**config.mk**
```make
export PLATFORM = sky130hd
export DESIGN_NAME = ps2_rx_fifo
export DESIGN_NICKNAME = d
export VERILOG_FILES = /design/src/rtl/ps2_rx_fifo.sv
export SDC_FILE = /design/constraint.sdc
export NUM_CORES = 1
export LEC_CHECK = 0
export BUFFER_PORTS_ARGS = -buffer_cell sky130_fd_sc_hd__buf_4
export CORE_UTILIZATION = 50
export CTS_BUF_LIST = sky130_fd_sc_hd__clkbuf_8
export CTS_CLUSTER_DIAMETER = 50
export DETAILED_ROUTE_END_ITERATION = 12
export PLACE_DENSITY = 0.66
export RECOVER_POWER = 50
export SYNTH_ARGS = -nofsm -noshare
export SYNTH_HDL_FRONTEND = slang
export SYNTH_SLANG_ARGS = --single-unit
```
**constraint.sdc**
```tcl
create_clock -name clk -period 4.9 [get_ports clk]
set_input_delay 0.245 -clock clk [delete_from_list [all_inputs] [get_ports clk]]
set_output_delay 0.245 -clock clk [all_outputs]
set_load 0.005 [all_outputs]
```
**src/rtl/ps2_rx_fifo.sv**
```systemverilog
// ps2_rx_fifo: PS/2 device-to-host frame receiver feeding a small scan-code FIFO
module ps2_rx_fifo #(
  parameter int FIFO_DEPTH  = 8,
  parameter int TIMEOUT_CYC = 50000
) (
  input  logic       clk,
  input  logic       rst,
  input  logic       ps2_clk,
  input  logic       ps2_data,
  input  logic       nextdata_n,
  output logic [7:0] data,
  output logic       ready,
  output logic       overflow,
  output logic       frame_err
);
  localparam int AW = $clog2(FIFO_DEPTH);
  localparam logic [15:0] TO = 16'(TIMEOUT_CYC);
  logic s1, s2, s3, d1, d2, fe;
  logic [3:0] bitcnt;
  logic [9:0] shreg;
  logic [10:0] frame;
  logic [15:0] idle;
  logic [7:0] mem [FIFO_DEPTH];
  logic [AW:0] wptr, rptr;
  logic stop_edge, valid, timeout, full, pop, push, drop;
  assign fe        = s3 & ~s2;
  assign frame     = {d2, shreg};
  assign stop_edge = fe && bitcnt == 4'd10;
  assign valid     = ~frame[0] & frame[10] & ^frame[9:1];
  assign timeout   = bitcnt != 4'd0 && idle == TO;
  assign full      = (wptr[AW] != rptr[AW]) && (wptr[AW-1:0] == rptr[AW-1:0]);
  assign ready     = wptr != rptr;
  assign data      = mem[rptr[AW-1:0]];
  assign pop       = ~nextdata_n & ready;
  assign push      = stop_edge & valid & (~full | pop);
  assign drop      = stop_edge & valid & full & ~pop;
  // pin synchronisers, idle level 1
  always_ff @(posedge clk) begin
    if (rst) {s1, s2, s3, d1, d2} <= '1;
    else {s1, s2, s3, d1, d2} <= {ps2_clk, s1, s2, ps2_data, d1};
  end
  // deframer: start bit hunt, 10 more bits, frame evaluated on the stop-bit edge
  always_ff @(posedge clk) begin
    if (rst) begin
      bitcnt <= '0;
      shreg  <= '0;
    end else if (fe) begin
      shreg  <= frame[10:1];
      bitcnt <= bitcnt == 4'd0 ? (d2 ? 4'd0 : 4'd1) : bitcnt == 4'd10 ? 4'd0 : bitcnt + 4'd1;
    end else if (timeout) bitcnt <= '0;
  end
  // idle timer only runs while a frame is partially received
  always_ff @(posedge clk) begin
    if (rst || fe || bitcnt == 4'd0) idle <= '0;
    else idle <= idle + 16'd1;
  end
  // FIFO storage, pointers and status flags
  always_ff @(posedge clk) begin
    if (rst) begin
      for (int i = 0; i < FIFO_DEPTH; i++) mem[i] <= '0;
      wptr      <= '0;
      rptr      <= '0;
      overflow  <= 1'b0;
      frame_err <= 1'b0;
    end else begin
      if (push) begin
        mem[wptr[AW-1:0]] <= frame[8:1];
        wptr <= wptr + (AW+1)'(1);
      end
      if (pop) rptr <= rptr + (AW+1)'(1);
      overflow  <= drop | (overflow & ~pop);
      frame_err <= stop_edge & ~valid;
    end
  end
endmodule

```
==> results.cfg, run 1 <==
[clocking]
cts_tree = yes
ctsResizeCount = 0
cts.clk_slew.worst_paths_ns = 0.11
insertion_delay_ns = 0.36
clockBufferDepth = 2
cts_max_level = 3
cts_buffers = 9
postCtsSetupRepairBufs = 0
cts_num_sinks = 112
holdBufCountCts = 0
clock-root-buffer = clkbuf_8

[critical_path]
reg2reg_from = bitcnt[0]
path_max_fanout = 8
r2r_end = mem[4][0]
arrival_ns = 3.09
path_class = register to register
crit_chain = inv_1, ha_1, nand2_1, or4_1, a31oi_1, nand3_1, o21bai_1
ff2ff_path_depth = 7
worst_path_max_delay_cell = o21bai_1
worst-path-stages = 7
worstPathRequired_ns = 4.89
r2r_slack_ns = 1.81
crit_family = compound AO/OA/AOI/OAI gates
worstSetupEndpointType = register
cp_slowest_stage_delay_ns = 0.73
cp_num_buf_inv = 1
start_kind = register

[drt]
finalWirelength_um = 9520
drt-wirelength-per-cell_um = 16.3
wl_met2_um = 4460
wl_met3_um = 479
m1WireLength_um = 4320
drtPass1Iterations = 5
drc_errors = 0
antenna_left = 0
highest_layer = met4
vias = 3233
drtIter0Drc = 198
via_per_inst = 5.55

[sta]
hold_violations = 0
finalSetupViolCount = 0
period_needed_ns = 3.09
post-route-period-util_pct = 63.1
tightestPinTransition_ns = 1.57
rsz0062_at_grt = no
skew_ns = 0.0195
fmax_mhz = 323
fin_ws_ns = 1.81
fin_setup_tns_ns = 0
drv_slew = 43
slew_headroom_pct = -4.88

[pwr]
powerDensity_nw_per_um2 = 302
leakage_nw = 1.72
irDropWorstVdd_mv = 0.148

[global_route]
grt_pass1_vias = 3106
grt_pass1_wl_um = 15500
overflow = 0
antenna_found_initial = 0
grt_use_total_pct = 19.7
grt_max_degree = 43

[cells_and_area]
final_core_util_pct = 54.9
nets = 456
syn_to_final_growth_pct = 6.09
n_antenna_cell = 0
nFillCells = 881
multi_input_area_um2 = 1980
final-seq-area_um2 = 2880
final_layout_size_suffix_gt1_share_pct = 14.0

[die]
start_util_pct = 51.7
num_rows = 36
coreArea_um2 = 9770
dieWidth_um = 103
ios = 16
chipHeight_um = 103
die_area_um2 = 10500

[logic_synthesis]
synth_most_common_cell = nor2_1
syn_nets = 454
yosysTopAreaCellShare_pct = 38.0
yosysWarningCount = 0
synth_edf_count = 64
ys_top_cells_by_count = nor2_1, edfxtp_1, dfxtp_1, nand2_1, a21oi_1
synth_seq_cells = 112
synthArstFlopShare_pct = 0
synth_area_leader_cell = edfxtp_1
synth.distinct_cells = 51
synth.area.top_cells = edfxtp_1, dfxtp_1, mux4_2
synthCells = 442
syn_area_um2 = 5050
ys_seq_area_share_pct = 57.0
avgSynthCellArea_um2 = 11.4
dominantRegCellSynth = edfxtp_1

[placement]
dp_hpwl_um = 6610
port_buffers = 15
gp_congestion = 0.837
post-place-ws_ns = 2.06

[worst_hold_path]
hp-start = ps2_data
holdPathStages = 2
min_to = d1
hp-class = input port to register

[job]
drv_cap = 1

[status]
status = finished, violations left
violations = max-capacitance violations, max-slew violations
power breakdown:
group,internal [mW],switching (mW)
Clock,0.238,0.310
Sequential,1.01,0.00822
Combinational,0.0196,0.0292
per-layer routing:
layer / track usage (%) / vias up
met5: 0 / -
met4: 8.57 / 0
met3: 2.71 / 21
met2: 32.6 / 83
met1: 25.9 / 1578
li1: - / 1551
how the worst max path moves through the flow:
stage	startpoint	endpoint	slack (ns)
final	bitcnt[0]	mem[4][0]	1.81
after global routing	shreg[4]	mem[6][5]	1.59
after CTS	shreg[4]	mem[6][7]	2.06
after detailed placement	shreg[4]	mem[6][3]	2.06
after global placement	shreg[4]	mem[6][3]	2.18
after floorplan	shreg[4]	mem[6][0]	2.45
placed cells by master (no fill, tap or decap), types with 6 or more instances in the layout:
master and n:
ha_1 7, dfxtp_1 48, and2_1 8, inv_1 10, nor2_1 84, xnor2_1 14, nand3_1 14, buf_4 11
edfxtp_1 64, mux2_2 8, nor3_1 6, or2_2 6, clkbuf_8 9, nand2_1 48, a21oi_1 18, mux4_2 16
xor2_1 14
state kept, by name (all words and copies together), names as in the netlist, named ones only:
| register | count |
|---|---|
| mem | 64 |
| idle | 16 |
| shreg | 10 |
| bitcnt | 4 |
| rptr | 4 |
| wptr | 4 |
| d1 | 1 |
| d2 | 1 |
| frame_err | 1 |
| overflow | 1 |
| s1 | 1 |
| s2 | 1 |
| s3 | 1 |
through the flow:
stage | cells | hold WS, ns | area (um^2) | power [mW]
2_1_floorplan | 442 | 0.349 | 5050 | 1.07
3_3_place_gp | 566 | 0.395 | 5200 | 1.09
3_5_place_dp | 566 | 0.399 | 5200 | 1.09
4_1_cts | 582 | 0.0431 | 5390 | 1.63
5_1_grt | 582 | 0.0482 | 5360 | 1.67
6_report | 582 | 0.0604 | 5360 | 1.62
cell type report:
class	instances	share of cell area, %
flip-flops and latches	112	53.8
multi-input cells	297	36.8
well taps	133	3.10
clock buffers	9	2.31
repair buffers	15	2.03
clock inverters	7	1.33
inverters	9	0.630
kinds of logic after synthesis:
group | count (synthesis) | synth area share (%)
AOI/OAI and AO/OA | 40 | 5.27
and+or+nand+nor | 195 | 17.8
DFF | 112 | 57.0
adders and majority gates | 7 | 1.73
buffers and inverters | 33 | 3.34
xor gates and xnor gates | 29 | 5.47
muxes | 26 | 9.31
Power figures use the tool's default switching activity.
==> inputs of run 2 (changes only) <==
--- a/config.mk
+++ b/config.mk
@@ -10,7 +10,7 @@
 export CTS_BUF_LIST = sky130_fd_sc_hd__clkbuf_8
 export CTS_CLUSTER_DIAMETER = 50
 export DETAILED_ROUTE_END_ITERATION = 12
-export PLACE_DENSITY = 0.66
+export PLACE_DENSITY = 0.69
 export RECOVER_POWER = 50
 export SYNTH_ARGS = -nofsm -noshare
 export SYNTH_HDL_FRONTEND = slang
==> constraint.sdc (replaced) <==
create_clock -name clk -period 2.52 [get_ports clk]
set_input_delay 0.126 -clock clk [delete_from_list [all_inputs] [get_ports clk]]
set_output_delay 0.126 -clock clk [all_outputs]
set_load 0.005 [all_outputs]
==> results.cfg, run 2 (same netlist as run 1, synthesis figures left out) <==
[clocking]
cts_max_level = 3
insertion_delay_ns = 0.37
clockBufferDepth = 2
clock-root-buffer = clkbuf_8
postCtsSetupRepairBufs = 0
cts_tree = yes
cts_num_sinks = 112
cts.clk_slew.worst_paths_ns = 0.10
cts_buffers = 9

[worst_hold_path]
hp-class = input port to register

[sta]
post-route-period-util_pct = 95.7
fmax_mhz = 415
drv_slew = 0
fin_setup_tns_ns = 0
rsz0062_at_grt = no
fin_ws_ns = 0.108
hold_violations = 0
slew_headroom_pct = 58.5
period_needed_ns = 2.41
tightestPinTransition_ns = 0.623
skew_ns = 0.0154
finalSetupViolCount = 0

[cells_and_area]
top_regs = mem: 64 flops, idle: 16 flops, shreg: 10 flops
largest-register = mem
final_cell_mix = nor2_1, edfxtp_1, nand2_1, dfxtp_1, a21oi_1
mostFrequentLayoutCell = nor2_1
multi_input_area_um2 = 2010
nFillCells = 853
final-seq-area_um2 = 2880
largest_reg_flops = 64
final_layout_size_suffix_gt1_share_pct = 18.6
n_antenna_cell = 0
syn_to_final_growth_pct = 9.55
nets = 476

[die]
coreArea_um2 = 9770
num_rows = 36
start_util_pct = 51.7
die_area_um2 = 10500
ios = 16
chipHeight_um = 103
dieWidth_um = 103

[status]
status = completed

[global_route]
grt_max_degree = 43
overflow = 0
grt_pass1_wl_um = 15700
grt_use_total_pct = 20.3
grt_pass1_vias = 3085
antenna_found_initial = 0

[placement]
post-place-ws_ns = 0.0627
gp_congestion = 0.846
dp_hpwl_um = 6600
port_buffers = 15

[pwr]
irDropWorstVdd_mv = 0.350
leakage_nw = 1.80
p_total_mw = 3.16
powerDensity_nw_per_um2 = 571

[drt]
drtIter0Drc = 171
drc_errors = 0
vias = 3206
finalWirelength_um = 9660
drt-wirelength-per-cell_um = 16.0
via_per_inst = 5.33
antenna_left = 0
drtPass1Iterations = 5

[critical_path]
cp_slowest_stage_delay_ns = 0.54
worstPathRequired_ns = 2.73
path_class = register to register
worst_path_max_delay_cell = or4_4
path_max_fanout = 16
worstSetupEndpointType = register
crit_chain = inv_1, ha_1, nand2_1, or4_4, a31o_4, or4_1, buf_4, nor2_1
arrival_ns = 2.62
start_kind = register

[job]
drv_cap = 0
[run 2: cell count changes in the layout (fill, tap and decap cells not counted), sizes merged]
cell,change
clkinvlp,+2
dlygate4sd3,+2
inv,-1
clkinv,-1
buf,+6
clkbuf,+12
[run 2: final timing paths]
path | endpoint | start | slack, ns | cells after the start
max | mem[0][4] | bitcnt[0] | 0.11 | 8
min | overflow | rst | 0.16 | 2
max reg2reg | mem[0][4] | bitcnt[0] | 0.11 | 8
min reg2reg | s2 | s1 | 0.42 | 1
[run 2: worst max-delay path, delay by kind of cell, from the launching register on]
kind	cells	cell delay (ns)
buf+inv	2	0.30
compound gates	1	0.25
flops	1	0.32
fa+ha+maj	1	0.17
simple gates	4	1.24
[run 2: cell type report]
type	instances	share of cell area, %
clock buffer	9	2.24
clock inverter	7	1.31
inverter	9	0.610
multi-input combinational	297	36.3
sequential	112	52.1
tap	133	3.00
timing repair buffer	35	4.43
[run 2: stage by stage]
stage          utilization, %  instances  hold WS (ns)  instance area, um^2
6_report                 56.7        602         0.161                 5540
5_1_grt                  56.7        602         0.163                 5540
4_1_cts                  56.8        602         0.149                 5550
3_5_place_dp             54.6        584         0.321                 5330
3_3_place_gp             54.6        584         0.313                 5330
2_1_floorplan               -        442         0.230                 5050
[run 2: per-layer routing]
layer  share of wire (%)  GRT usage (%)
met4                 1.3           6.81
met1                  44           25.2
met5                   0              0
met2                  51           36.3
met3                 3.8           2.92
[run 2: repair_timing]
item	in CTS	in global routing
endpoints found under the setup margin	0	36
gates resized for setup	0	4
hold buffers	2	0
endpoints found under the hold margin	2	0
[run 2: report_power, final]
group	switching (mW)	internal (mW)	leakage, nW
Sequential	0.0141	1.97	1.03
Clock	0.608	0.462	0.0962
Combinational	0.0598	0.0455	0.681
Total	0.682	2.48	1.80
